==> src/rtl/mux_pkg.sv <==
// mux_pkg: shared select codes and default width for the 4:1 selector
package mux_pkg;
  localparam logic [1:0] SEL_I0 = 2'b00;
  localparam logic [1:0] SEL_I1 = 2'b01;
  localparam logic [1:0] SEL_I2 = 2'b10;
  localparam logic [1:0] SEL_I3 = 2'b11;
  localparam int MUX_WIDTH_DEF = 3;
endpackage

==> src/rtl/mux4_comb.sv <==
// mux4_comb: purely combinational 4:1 selector
module mux4_comb
  import mux_pkg::*;
#(
  parameter int WIDTH = MUX_WIDTH_DEF
) (
  input  logic [1:0]       sel,
  input  logic [WIDTH-1:0] i0,
  input  logic [WIDTH-1:0] i1,
  input  logic [WIDTH-1:0] i2,
  input  logic [WIDTH-1:0] i3,
  output logic [WIDTH-1:0] y
);
  // fully decoded select; the up-front assignment keeps y latch-free
  always_comb begin
    y = i0;
    case (sel)
      SEL_I0: y = i0;
      SEL_I1: y = i1;
      SEL_I2: y = i2;
      SEL_I3: y = i3;
    endcase
  end
endmodule

==> src/rtl/mux_4to1.sv <==
// mux_4to1: 4:1 selector with combinational output and an enabled register stage
module mux_4to1
  import mux_pkg::*;
#(
  parameter int               WIDTH     = MUX_WIDTH_DEF,
  parameter logic [WIDTH-1:0] RESET_VAL = '0
) (
  input  logic             clk,
  input  logic             rst_n,
  input  logic             en,
  input  logic [1:0]       sel,
  input  logic [WIDTH-1:0] i0,
  input  logic [WIDTH-1:0] i1,
  input  logic [WIDTH-1:0] i2,
  input  logic [WIDTH-1:0] i3,
  output logic [WIDTH-1:0] y,
  output logic [WIDTH-1:0] y_q,
  output logic [1:0]       sel_q
);
  mux4_comb #(.WIDTH(WIDTH)) u_comb (
    .sel(sel),
    .i0(i0),
    .i1(i1),
    .i2(i2),
    .i3(i3),
    .y(y)
  );
  // capture the selected data and its select code on enabled edges
  always_ff @(posedge clk or negedge rst_n) begin
    if (!rst_n) begin
      y_q   <= RESET_VAL;
      sel_q <= SEL_I0;
    end else if (en) begin
      y_q   <= y;
      sel_q <= sel;
    end
  end
endmodule

==> config.mk <==
export PLATFORM = sky130hd
export DESIGN_NAME = mux_4to1
export DESIGN_NICKNAME = d
export VERILOG_FILES = /design/src/rtl/mux_pkg.sv /design/src/rtl/mux4_comb.sv /design/src/rtl/mux_4to1.sv
export SDC_FILE = /design/constraint.sdc
export NUM_CORES = 1
export LEC_CHECK = 0
export ABC_AREA = 1
export CAP_MARGIN = 20
export CORE_AREA = 2 2 39 41
export DETAILED_ROUTE_END_ITERATION = 16
export DIE_AREA = 0 0 41 43
export PLACE_DENSITY = 0.66
export REMOVE_ABC_BUFFERS = 1
export SLEW_MARGIN = 20
export SYNTH_ARGS = -nofsm -noshare
export SYNTH_HDL_FRONTEND = slang
export SYNTH_SLANG_ARGS = --single-unit
==> constraint.sdc <==
create_clock -name clk -period 1 [get_ports clk]
set_clock_uncertainty 0.1 [all_clocks]
set_input_delay 0.15 -clock clk [delete_from_list [all_inputs] [get_ports clk]]
set_output_delay 0.15 -clock clk [all_outputs]
set_load 0.02 [all_outputs]
# After elaboration in Yosys (flattened, before gate mapping)
# Cells that the tools add are included.
# W data, S select, Z words.
# totals
register_bits	5
output_inout_bits	8
# op_classes
n_mux	1
eq_ne	3
reduce_logical	1
# op_table
cell	n
$pmux W3 S4	1
$eq A2 B2 Y1 const B	2
$eq A2 B1 Y1 const B	1
$logic_not A2 Y1	1

# Depth between registers and ports, before layout
# Gate-level depths: netlist of the first run.
# logic_depth
depth_word	2
depth_mapped	5
mapped_depth_nobuf	5

# Modules after synthesis
# From an unflattened synthesis of the first run, not the netlist that was laid out.
# unflattened
cells_unflattened	41
area_unflattened_um2	297.8
# modules_own_cells
mod	area_per_inst_um2	instances	seq_area_each_um2	cells_per_inst
mux_4to1	185.2	1	125.1	21
mux4_comb	112.6	1	0.0	20

# Worst setup path before layout of the first run
# OpenSTA, ideal clock, no wires.
# synth_path
kind	input-to-output
start	input port sel[0]
end	output port y[0]
arrival_ps	705
path_stages	4
required_time_ps	750
path_buffers	1
setup_slack_ps	45
path_cell_list	buf_6 > nor2_1 > nand2_1 > and2_1
# synth_via
elab_chain_cells	2
elab_cells_between_ends	5
classes_between	eq/ne: 3; mux: 1; reduce/logical: 1
# synth_lines
element	line	text
start, declared	mux_4to1.sv:11	input logic [1:0] sel,
$eq A2 B2 Y1 (tied with other cells)	mux4_comb.sv:17	case (sel)
$pmux W3 S4 *	mux4_comb.sv:17	
end, declared	mux_4to1.sv:16	output logic [WIDTH-1:0] y,
# Every way passes the cells marked *; elsewhere a longest branch is shown, timed or not.

# Worst setup path after layout of the first run
# layout_path
start	input port sel[1]
end	output port y[0]
# The elaborated chain is that of the path after synthesis.

==> results_tabular.tex, run 1 <==
\begin{tabular}{lr}
\hline
Metric & Value \\
\hline
\multicolumn{2}{l}{\textbf{Status}} \\
\quad Outcome & finished, violations left \\
\quad Violations in the final reports & negative setup slack \\
\multicolumn{2}{l}{\textbf{Routing}} \\
\quad DR vias/cell & 4.19 \\
\quad Via count & 482 \\
\quad DRC violation count after routing & 0 \\
\quad Final routed wire length divided by cell count & 8.97 um \\
\quad Initial DRT Pass Iterations & 3 \\
\quad Remaining antenna violation count & 0 \\
\quad Number of design-rule violations left by the first detailed-router iteration & 7 \\
\quad Routed Wire Length & 1030 um \\
\multicolumn{2}{l}{\textbf{Clock tree}} \\
\quad Sinks on Clock Net & 5 \\
\quad CTS H-Tree Depth & 1 \\
\quad Cts bufs inserted & 3 \\
\quad Number of buffers added to fix hold violations after cts & 0 \\
\quad Clock-pin slew on the worst setup and hold paths & 0.04 ns \\
\quad TritonCTS clock tree & built \\
\quad Number of buffers between clock root and the deepest sink & 2 \\
\quad Library cell used as clock root buffer & clkbuf\_4 \\
\quad Worst-Skew Late Latency & 0.24 ns \\
\multicolumn{2}{l}{\textbf{Worst hold path}} \\
\quad Class of the tightest hold or removal check & input pin to asynchronous set/reset pin \\
\multicolumn{2}{l}{\textbf{Placed design}} \\
\quad Placed cell area & 661 sq um \\
\quad Quantity of I/O buffers inserted on ports & 24 \\
\quad Count of placed standard cells including taps & 96 \\
\quad Global placer's final weighted congestion & 0.655 \\
\quad Pre-CTS setup slack & -1.04 ns \\
\quad DP Wirelength & 689 um \\
\multicolumn{2}{l}{\textbf{Power and ir drop}} \\
\quad Power Dens Cells & 1020 nW/um\^{}2 \\
\quad Total power consumption of the routed design & 0.000865 W \\
\quad Peak supply drop & 395 uV \\
\quad Leakage power summed over all cells & 0.457 nW \\
\multicolumn{2}{l}{\textbf{Synthesis}} \\
\quad Register area share after synthesis & 0.398 \\
\quad Library cell with the largest summed area after synthesis & dfrtp\_1 \\
\quad Mapped Avg Cell Area & 7.14 sq um \\
\quad Synthesized flop and latch total & 5 \\
\quad Mapped Cells & 44 \\
\quad Synth Cell Area & 314 sq um \\
\quad Distinct cell type count after synthesis & 10 \\
\quad Cell types occupying the most area after synthesis & dfrtp\_1 40\%, nand3\_1 19\%, nand2\_1 16\% \\
\quad Yosys Warn Count & 0 \\
\quad Synth top area share & 0.398 \\
\multicolumn{2}{l}{\textbf{STA}} \\
\quad Final max-slew violation count & 0 \\
\quad Setup repair after global routing missed its margin & yes \\
\quad Period utilization & 1.06 \\
\quad Worst-Margin Slew & 0.225 ns \\
\quad Final setup violation count & 5 \\
\quad Worst setup slack after layout & -0.0573 ns \\
\quad Final hold vios & 0 \\
\quad Fmax achieved & 946 MHz \\
\quad Minimum period implied by the final worst setup slack & 1.06 ns \\
\quad Fin Hold WS & 0.0291 ns \\
\quad Worst slew margin relative to its limit & 0.850 \\
\multicolumn{2}{l}{\textbf{Cells and area}} \\
\quad Commonest cells after routing, fill and taps aside & 28 x buf\_4, 13 x nand2\_1, 9 x nand3\_1, 9 x buf\_6, 6 x clkdlybuf4s15\_1 \\
\quad Final non-filler cell area & 846 sq um \\
\quad Number of fillers in the final layout & 133 \\
\quad Area delta synth->final & 169\% \\
\quad Share of final-layout standard cells stronger than drive strength 1 & 0.535 \\
\quad Number of cells in the finished layout apart from fillers & 115 \\
\quad Most common library cell in the layout ignoring fill and taps & buf\_4 \\
\quad Diode insertion count for antenna repair & 0 \\
\quad Layout net count & 117 \\
\multicolumn{2}{l}{\textbf{Floorplanning}} \\
\quad Row count & 14 \\
\quad Starting Density & 0.227 \\
\quad Vertical die dimension & 43 um \\
\quad Top-level port count & 25 \\
\quad Floorplan Core Area & 1380 sq um \\
\quad Die Span X & 41 um \\
\quad Overall die area & 1760 sq um \\
\multicolumn{2}{l}{\textbf{Flow run}} \\
\quad Number of maximum-capacitance violations & 0 \\
\multicolumn{2}{l}{\textbf{Global route}} \\
\quad Antenna violations before repair & 0 \\
\quad Overall overflow remaining after global route & 0 \\
\quad Number of global-route vias before repair & 441 \\
\quad Wire length of the first global-routing pass & 1590 um \\
\quad GRT Util Overall & 0.137 \\
\quad Pin count of the biggest net entering global routing & 12 \\
\multicolumn{2}{l}{\textbf{Critical path}} \\
\quad Required arrival time at the worst endpoint & 0.75 ns \\
\quad Critical path startpoint category & input pin \\
\quad Worst path arrival time & 0.81 ns \\
\quad Largest driver fanout on the critical path & 7 \\
\quad Kind of critical path & input pin to output port \\
\quad Type of element capturing the critical path & output port \\
\hline
\end{tabular}
## metrics by stage
step	utilization	setup TNS [ns]
after floorplan	-	0
after CTS	0.593	-0.286
after global routing	0.611	-0.415
after global placement	0.477	-5.72
final	0.611	-0.151
after detailed placement	0.477	-5.92
## cell families (layout without fill, tap and decap cells)
family	Yosys count	count (layout)	synth area share
buf+inv	6	61	0.0956
simple gates	29	29	0.418
compound gates	4	4	0.0876
flops	5	5	0.398
## flip-flops by register name (all words and copies together), names as in the netlist
| signal | count |
|---|---|
| y_q | 3 |
| sel_q | 2 |
## worst max-delay path: stages
cell      delay (ns)
buf_12          0.09
inv_8           0.04
o21bai_1        0.15
nand3_2         0.10
and2_4          0.15
buf_6           0.12
## power breakdown
part,internal (W),switching [W]
clock,0.000151,0.0000797
sequential,0.000225,0.0000141
combinational,0.000248,0.000148
total,0.000624,0.000241
## area by class of cell
class / instances / area [sq um] / area share
timing repair buffer: 52 / 453 / 0.536
tap: 16 / 20.0 / 0.0237
inverter: 5 / 26.3 / 0.0311
multi-input combinational: 33 / 195 / 0.231
sequential: 5 / 125 / 0.148
clock buffer: 4 / 26.3 / 0.0311
## synth_stat cells
| master | instances |
|---|---|
| nand3_1 | 12 |
| and2_1 | 3 |
| nand2_1 | 13 |
| inv_1 | 4 |
| buf_6 | 1 |
| inv_2 | 1 |
| o21bai_1 | 3 |
| o21ai_0 | 1 |
| nor2_1 | 1 |
| dfrtp_1 | 5 |
## final timing paths
path | depth (start not counted) | from | to | slack [ns]
min in group clk | 3 | sel[0] | sel_q[0] | 0.06
min | 1 | rst_n | y_q[2] | 0.03
max reg2reg | 4 | sel_q[1] | sel_q[1] | 0.04
min reg2reg | 3 | y_q[0] | y_q[0] | 0.50
max in group asynchronous | 1 | rst_n | sel_q[1] | 0.58
max | 6 | sel[1] | y[0] | -0.06
## per-layer routing
| metal | vias to the layer above | GRT usage | wire (um) |
|---|---|---|---|
| li1 | 256 | - | - |
| met1 | 202 | 0.146 | 384 |
| met2 | 22 | 0.225 | 570 |
| met3 | 2 | 0.00524 | 69 |
| met4 | 0 | 0.120 | 7 |
| met5 | - | 0 | 0 |
## timing repair
| action | CTS | global route |
|---|---|---|
| setup buffers | 14 | 1 |
| pin swaps | 11 | 9 |
| resized for setup | 95 | 3 |
| endpoints found under the setup margin | 12 | 10 |
(Power assumes the default switching activity.)
==> inputs of run 2 (changes only) <==
Settings changed: MAX_ROUTING_LAYER set to met4, SLEW_MARGIN 20 to 0.
==> run 2 against run 1 <==
Effect of this change: highest routed layer unchanged; largest cell class unchanged; largest power group unchanged; critical path type unchanged; combinational power hardly changed; the run still ends with negative setup slack left; clock-buffer cell count is the same; sequential share of layout area unchanged.
==> results_tabular.tex, run 2 (synthesized netlist as in run 1, its figures left out) <==
\begin{tabular}{lr}
\hline
Metric & Value \\
\hline
\multicolumn{2}{l}{\textbf{Status}} \\
\quad Outcome & finished, violations left \\
\quad Violations in the final reports & negative setup slack \\
\multicolumn{2}{l}{\textbf{STA}} \\
\quad Final setup violation count & 5 (unchanged) \\
\quad Setup repair after global routing missed its margin & yes \\
\quad Sum of negative setup slack & -0.150 ns (+0.00119 ns) \\
\quad Period utilization & 1.06 (about the same) \\
\quad Final max-slew violation count & 0 (unchanged) \\
\quad Worst setup slack after layout & -0.0564 ns (+0.000851 ns) \\
\quad Final hold vios & 0 (unchanged) \\
\quad Minimum period implied by the final worst setup slack & 1.06 ns (-0.000851 ns) \\
\quad Fmax achieved & 947 MHz (about the same) \\
\quad Worst-Margin Slew & 0.225 ns (unchanged) \\
\quad Worst slew margin relative to its limit & 0.850 (unchanged) \\
\multicolumn{2}{l}{\textbf{Cells and area}} \\
\quad Largest registers & y\_q: 3 flops, sel\_q: 2 flops \\
\quad Final core utilization & 0.611 (unchanged) \\
\quad Final non-filler cell area & 846 sq um (unchanged) \\
\quad Most common library cell in the layout ignoring fill and taps & buf\_4 \\
\quad Share of final-layout standard cells stronger than drive strength 1 & 0.535 (unchanged) \\
\quad Largest reg by FF count & y\_q \\
\quad Area delta synth->final & 169\% (unchanged) \\
\quad Flip-flop count of the largest register after layout & 3 (unchanged) \\
\quad Diode insertion count for antenna repair & 0 (unchanged) \\
\quad Layout net count & 117 (unchanged) \\
\quad Number of cells in the finished layout apart from fillers & 115 (unchanged) \\
\quad Number of fillers in the final layout & 133 (unchanged) \\
\quad Commonest cells after routing, fill and taps aside & 28 x buf\_4, 13 x nand2\_1, 9 x nand3\_1, 9 x buf\_6, 6 x clkdlybuf4s15\_1 \\
\multicolumn{2}{l}{\textbf{Global route}} \\
\quad Pin count of the biggest net entering global routing & 12 (unchanged) \\
\quad Number of global-route vias before repair & 441 (unchanged) \\
\quad GRT met3 Usage & 0 (-0.00524) \\
\quad Gr busiest metal & met2 \\
\quad Wire length of the first global-routing pass & 1590 um (unchanged) \\
\quad Overall overflow remaining after global route & 0 (unchanged) \\
\quad Antenna violations before repair & 0 (unchanged) \\
\quad GRT Util Overall & 0.140 (+0.00339) \\
\quad Met1 track utilization from global routing & 0.149 (+0.00325) \\
\quad Met2 GRT Util & 0.225 (unchanged) \\
\multicolumn{2}{l}{\textbf{Clock tree}} \\
\quad Clock-pin slew on the worst setup and hold paths & 0.04 ns (about the same) \\
\quad Library cell used as clock root buffer & clkbuf\_4 \\
\quad Cts bufs inserted & 3 (unchanged) \\
\quad Worst-Skew Late Latency & 0.24 ns (about the same) \\
\quad TritonCTS clock tree & built \\
\quad CTS H-Tree Depth & 1 (unchanged) \\
\quad Sinks on Clock Net & 5 (unchanged) \\
\quad Number of buffers between clock root and the deepest sink & 2 (unchanged) \\
\multicolumn{2}{l}{\textbf{Critical path}} \\
\quad Startpoint of the most critical register-to-register path & sel\_q[1] \\
\quad R2R Setup Slk & 0.04 ns (about the same) \\
\quad Critical path startpoint category & input pin \\
\quad Worst r2r path cells & 4 (unchanged) \\
\quad Required arrival time at the worst endpoint & 0.75 ns (about the same) \\
\quad End of the worst register-to-register path & sel\_q[1] \\
\quad Kind of critical path & input pin to output port \\
\quad Largest driver fanout on the critical path & 7 (unchanged) \\
\quad Worst path arrival time & 0.81 ns (about the same) \\
\quad Type of element capturing the critical path & output port \\
\multicolumn{2}{l}{\textbf{Floorplanning}} \\
\quad Vertical die dimension & 43 um (unchanged) \\
\quad Overall die area & 1760 sq um (unchanged) \\
\quad Top-level port count & 25 (unchanged) \\
\quad Floorplan Core Area & 1380 sq um (unchanged) \\
\quad Row count & 14 (unchanged) \\
\quad Starting Density & 0.227 (unchanged) \\
\quad Die Span X & 41 um (unchanged) \\
\multicolumn{2}{l}{\textbf{Worst hold path}} \\
\quad Class of the tightest hold or removal check & input pin to asynchronous set/reset pin \\
\multicolumn{2}{l}{\textbf{Routing}} \\
\quad DRC violation count after routing & 0 (unchanged) \\
\quad Routed Wire Length & 1030 um (unchanged) \\
\quad Initial DRT Pass Iterations & 3 (unchanged) \\
\quad Via count & 482 (unchanged) \\
\quad Final routed wire length divided by cell count & 8.97 um (unchanged) \\
\quad Remaining antenna violation count & 0 (unchanged) \\
\quad DR vias/cell & 4.19 (unchanged) \\
\quad Number of design-rule violations left by the first detailed-router iteration & 7 (unchanged) \\
\multicolumn{2}{l}{\textbf{Placed design}} \\
\quad Global placer's final weighted congestion & 0.661 (+0.92\%) \\
\quad Count of placed standard cells including taps & 96 (unchanged) \\
\quad Placed cell area & 661 sq um (unchanged) \\
\quad DP Wirelength & 689 um (unchanged) \\
\quad Quantity of I/O buffers inserted on ports & 24 (unchanged) \\
\multicolumn{2}{l}{\textbf{Power and ir drop}} \\
\quad Power Dens Cells & 1020 nW/um\^{}2 (about the same) \\
\quad Leakage power summed over all cells & 0.457 nW (unchanged) \\
\quad Total power consumption of the routed design & 0.000865 W (about the same) \\
\quad Peak supply drop & 395 uV (about the same) \\
\multicolumn{2}{l}{\textbf{Flow run}} \\
\quad Number of maximum-capacitance violations & 0 (unchanged) \\
\hline
\end{tabular}
run 2: worst max path at each step:
stage / end / cells past startpoint / start / slack (ns)
floorplan: y[0] / 4 / sel[1] / 0.15
global placement: y[0] / 5 / sel[0] / -1.01
detailed placement: y[0] / 5 / sel[0] / -1.04
CTS: y[0] / 6 / sel[1] / -0.09
global route: y[1] / 5 / sel[0] / -0.09
finish: y[0] / 6 / sel[1] / -0.06
run 2: cell type report:
| class | instances | area, sq um | share of cell area |
|---|---|---|---|
| multi-input combinational | 33 | 195 | 0.231 |
| clock buffer | 4 | 26.3 | 0.0311 |
| inverter | 5 | 26.3 | 0.0311 |
| timing repair buffer | 52 | 453 | 0.536 |
| sequential | 5 | 125 | 0.148 |
| tap | 16 | 20.0 | 0.0237 |
run 2: per-stage QoR:
stage,hold slack [ns],worst slack [ns]
after floorplan,-0.246,0.149
after global placement,0.283,-1.01
after detailed placement,0.285,-1.04
after CTS,0.0254,-0.0856
after global routing,0.0507,-0.0865
final,0.0292,-0.0564
run 2: worst max-delay path, cell delays in order:
cell	delay, ns
buf_12	0.09
inv_8	0.04
o21bai_1	0.15
nand3_2	0.10
and2_4	0.15
buf_6	0.12
run 2: metal layers:
metal	wire, um	vias up	part of all wire
met5	0	-	0
met4	7	0	0.0068
li1	-	256	-
met3	59	2	0.057
met1	394	202	0.38
met2	570	22	0.55
run 2: repair_timing:
action                                  in CTS  in global routing
hold buffers                                 0                  0
pin swaps                                   11                  9
endpoints found under the setup margin      12                 10
setup buffers                               14                  1
gates resized for setup                     95                  3
run 2: power by group:
group	switching [W]	internal, W
sequential	0.0000141	0.000225
clock	0.0000797	0.000151
combinational	0.000148	0.000248
total	0.000241	0.000624
==> inputs of run 3 (changes only) <==
Settings changed: PLACE_DENSITY 0.66 to 0.65, SYNTH_HIERARCHICAL set to 1.
==> run 3 against run 2 <==
Effect of this change: the run still ends with negative setup slack left; via count decreased by 17%; final cell count shrank 19%; worst hold slack got worse by 0.0010 ns; critical path depth unchanged; die area stayed put; utilization is 15 points lower.
==> results_tabular.tex, run 3 <==
\begin{tabular}{lr}
\hline
Metric & Value \\
\hline
\multicolumn{2}{l}{\textbf{Status}} \\
\quad Outcome & finished, violations left \\
\quad Violations in the final reports & negative setup slack \\
\multicolumn{2}{l}{\textbf{Clock tree}} \\
\quad Clock-pin slew on the worst setup and hold paths & 0.04 ns (about the same) \\
\quad Worst-Skew Late Latency & 0.24 ns (about the same) \\
\quad Number of buffers added to fix hold violations after cts & 0 (unchanged) \\
\quad Library cell used as clock root buffer & clkbuf\_4 \\
\quad Cts bufs inserted & 3 (unchanged) \\
\quad CTS H-Tree Depth & 1 (unchanged) \\
\quad TritonCTS clock tree & built \\
\quad Sinks on Clock Net & 5 (unchanged) \\
\quad Number of buffers between clock root and the deepest sink & 2 (unchanged) \\
\multicolumn{2}{l}{\textbf{Floorplanning}} \\
\quad Floorplan Core Area & 1380 sq um (unchanged) \\
\quad Row count & 14 (unchanged) \\
\quad Overall die area & 1760 sq um (unchanged) \\
\quad Vertical die dimension & 43 um (unchanged) \\
\quad Die Span X & 41 um (unchanged) \\
\quad Starting Density & 0.215 (-0.0118) \\
\quad Top-level port count & 25 (unchanged) \\
\multicolumn{2}{l}{\textbf{Routing}} \\
\quad Initial DRT Pass Iterations & 4 (+1) \\
\quad Via count & 401 (-17\%) \\
\quad Final routed wire length divided by cell count & 10.8 um (+20\%) \\
\quad DR vias/cell & 4.31 (+2.9\%) \\
\quad Number of design-rule violations left by the first detailed-router iteration & 3 (-4) \\
\quad Routed Wire Length & 1000 um (-2.6\%) \\
\quad Remaining antenna violation count & 0 (unchanged) \\
\quad DRC violation count after routing & 0 (unchanged) \\
\multicolumn{2}{l}{\textbf{STA}} \\
\quad Setup repair after global routing missed its margin & yes \\
\quad Worst setup slack after layout & -0.0624 ns (-0.00593 ns) \\
\quad Final hold vios & 0 (unchanged) \\
\quad Final max-slew violation count & 0 (unchanged) \\
\quad Sum of negative setup slack & -0.194 ns (-0.0446 ns) \\
\quad Period utilization & 1.06 (+0.00593) \\
\quad Worst slew margin relative to its limit & 0.842 (-0.00735) \\
\quad Fmax achieved & 941 MHz (-0.56\%) \\
\quad Final setup violation count & 8 (+3) \\
\quad Minimum period implied by the final worst setup slack & 1.06 ns (+0.00593 ns) \\
\quad Fin Hold WS & 0.0282 ns (-0.000997 ns) \\
\quad Worst-Margin Slew & 0.236 ns (+0.0110 ns) \\
\multicolumn{2}{l}{\textbf{Critical path}} \\
\quad Largest driver fanout on the critical path & 5 (-2) \\
\quad Required arrival time at the worst endpoint & 0.75 ns (about the same) \\
\quad Startpoint of the most critical register-to-register path & sel\_q[1] \\
\quad Number of buffer and inverter stages on the critical path & 4 (+1) \\
\quad Ordered list of cells on the worst path & buf\_6 -> buf\_6 -> inv\_2 -> nand3\_1 -> nand4\_1 -> buf\_4 \\
\quad End of the worst register-to-register path & sel\_q[1] \\
\quad R2R Setup Slk & 0.17 ns (+0.13 ns) \\
\quad Kind of critical path & input pin to output port \\
\quad Worst r2r path cells & 3 (-1) \\
\quad Type of element capturing the critical path & output port \\
\quad Critical path startpoint category & input pin \\
\quad Cell class contributing the biggest share of worst-path delay & buffers and inverters \\
\quad Worst path arrival time & 0.81 ns (about the same) \\
\quad Most common cell type on the critical path & buf\_6 \\
\quad Critical Path Max Stage Delay & 0.16 ns (about the same) \\
\quad Max stage delay cell, worst path & buf\_4 \\
\multicolumn{2}{l}{\textbf{Cells and area}} \\
\quad Largest reg by FF count & y\_q \\
\quad Flip-flop count of the largest register after layout & 3 (unchanged) \\
\quad Layout net count & 95 (-19\%) \\
\quad Largest registers & y\_q: 3 flops, sel\_q: 2 flops \\
\quad Diode insertion count for antenna repair & 0 (unchanged) \\
\quad Commonest cells after routing, fill and taps aside & 18 x nand2\_1, 12 x dlygate4sd2\_1, 10 x buf\_6, 9 x buf\_4, 8 x nand3\_1 \\
\quad Number of fillers in the final layout & 142 (+6.8\%) \\
\quad Share of final-layout standard cells stronger than drive strength 1 & 0.364 (-0.172) \\
\quad Area delta synth->final & 115\% \\
\quad Most common library cell in the layout ignoring fill and taps & nand2\_1 \\
\quad Final non-filler cell area & 641 sq um (-24\%) \\
\multicolumn{2}{l}{\textbf{Synthesis}} \\
\quad Simple logic cell fraction of the synthesized area & 0.479 (+0.0607) \\
\quad Register area share after synthesis & 0.420 (+0.0218) \\
\quad Mux contribution to synthesized area & 0 (unchanged) \\
\quad Synthesized flop and latch total & 5 (unchanged) \\
\quad Mapped Cells & 41 (-6.8\%) \\
\quad List of most frequent post-synthesis cells & 18 x nand2\_1, 9 x nand3\_1, 5 x dfrtp\_1, 3 x inv\_2, 3 x nand4\_1 \\
\quad Synth top area share & 0.420 (+0.0218) \\
\quad Number of synthesized flops with an enable pin & 0 (unchanged) \\
\quad Distinct cell type count after synthesis & 8 (-2) \\
\quad Most frequent cell after synthesis & nand2\_1 \\
\quad Post-synthesis async set-or-reset flop share & 1.00 (unchanged) \\
\quad Synth Cell Area & 298 sq um (-5.2\%) \\
\quad Yosys Warn Count & 6 (+6) \\
\quad Library cell with the largest summed area after synthesis & dfrtp\_1 \\
\quad Compound-cell area share of the yosys netlist & 0 (-0.0876) \\
\quad Cell types occupying the most area after synthesis & dfrtp\_1 42\%, nand2\_1 23\%, nand3\_1 15\% \\
\quad Share of the synthesized netlist area taken by xor and xnor gates & 0 (unchanged) \\
\quad Mapped Avg Cell Area & 7.26 sq um (+1.8\%) \\
\quad Most used flip-flop cell after synthesis & dfrtp\_1 \\
\quad Arithmetic-cell share of the synthesized area counting full adders, half adders and majority gates & 0 (unchanged) \\
\quad Main combinational cell family by area after synthesis & simple AND/OR/NAND/NOR gates \\
\multicolumn{2}{l}{\textbf{Global route}} \\
\quad Number of global-route vias before repair & 374 (-15\%) \\
\quad Antenna violations before repair & 0 (unchanged) \\
\quad Wire length of the first global-routing pass & 1440 um (-9.5\%) \\
\quad GRT Util Overall & 0.130 (-0.0107) \\
\quad Pin count of the biggest net entering global routing & 7 (-5) \\
\quad Overall overflow remaining after global route & 0 (unchanged) \\
\multicolumn{2}{l}{\textbf{Placed design}} \\
\quad Pre-CTS setup slack & -0.868 ns (+0.168 ns) \\
\quad Global placer's final weighted congestion & 0.693 (+4.8\%) \\
\quad Quantity of I/O buffers inserted on ports & 24 (unchanged) \\
\quad Placed cell area & 577 sq um (-13\%) \\
\quad DP Wirelength & 701 um (+1.8\%) \\
\multicolumn{2}{l}{\textbf{Power and ir drop}} \\
\quad Leakage power summed over all cells & 0.341 nW (-25\%) \\
\quad Peak supply drop & 248 uV (-37\%) \\
\quad Power Dens Cells & 1180 nW/um\^{}2 (+16\%) \\
\multicolumn{2}{l}{\textbf{Worst hold path}} \\
\quad Class of the tightest hold or removal check & input pin to asynchronous set/reset pin \\
\multicolumn{2}{l}{\textbf{Flow run}} \\
\quad Number of maximum-capacitance violations & 0 (unchanged) \\
\hline
\end{tabular}
[run 3: cell count changes after synthesis, sizes merged]
cell,before,now
nand4,0,3
o21bai,3,0
and2,3,0
nand2,13,18
nand3,12,9
o21ai,1,0
inv,5,3
buf,1,2
[run 3: metal layers]
metal / part of all wire / GRT usage
met3: 0.061 / 0.0314
met5: 0 / -
met1: 0.36 / 0.119
met2: 0.58 / 0.213
met4: 0.0060 / 0.100
[run 3: worst max-delay path by stage]
stage / cells past startpoint / from / to / slack [ns]
2_1_floorplan: 5 / sel[1] / y_q[0] / 0.11
3_3_place_gp: 6 / sel[0] / y[1] / -0.87
3_5_place_dp: 6 / sel[0] / y[1] / -0.87
4_1_cts: 6 / sel[1] / y[1] / -0.06
5_1_grt: 6 / sel[0] / y[1] / -0.11
6_report: 6 / sel[0] / y[1] / -0.06
[run 3: cells by family (layout without fill, tap and decap cells)]
family                 count (synthesis)  in the layout
and+or+nand+nor                       31             31
buffers and inverters                  5             41
DFF                                    5              5
[run 3: final cells by class]
type / count / area (sq um) / area share
repair buffers: 34 / 310 / 0.484
clock buffers: 4 / 26.3 / 0.0410
multi-input cells: 31 / 148 / 0.230
flip-flops and latches: 5 / 125 / 0.195
inverters: 3 / 11.3 / 0.0176
well taps: 16 / 20.0 / 0.0313
[run 3: repair_timing]
action,CTS,global route
pin swaps,14,7
endpoints found under the hold margin,0,0
setup buffers,3,0
gates resized for setup,68,4
cloned,2,0
endpoints found under the setup margin,11,9
[run 3: metrics by stage]
| stage | cells | total power, W | utilization |
|---|---|---|---|
| after floorplan | 39 | 0.000329 | - |
| after global placement | 84 | 0.000507 | 0.417 |
| after detailed placement | 84 | 0.000509 | 0.417 |
| after CTS | 93 | 0.000760 | 0.450 |
| after global routing | 93 | 0.000808 | 0.463 |
| final | 93 | 0.000759 | 0.463 |
[run 3: power breakdown]
part           switching, W  internal [W]  total [W]
clock             0.0000828      0.000151   0.000234
sequential        0.0000156      0.000225   0.000241
combinational      0.000126      0.000158   0.000285
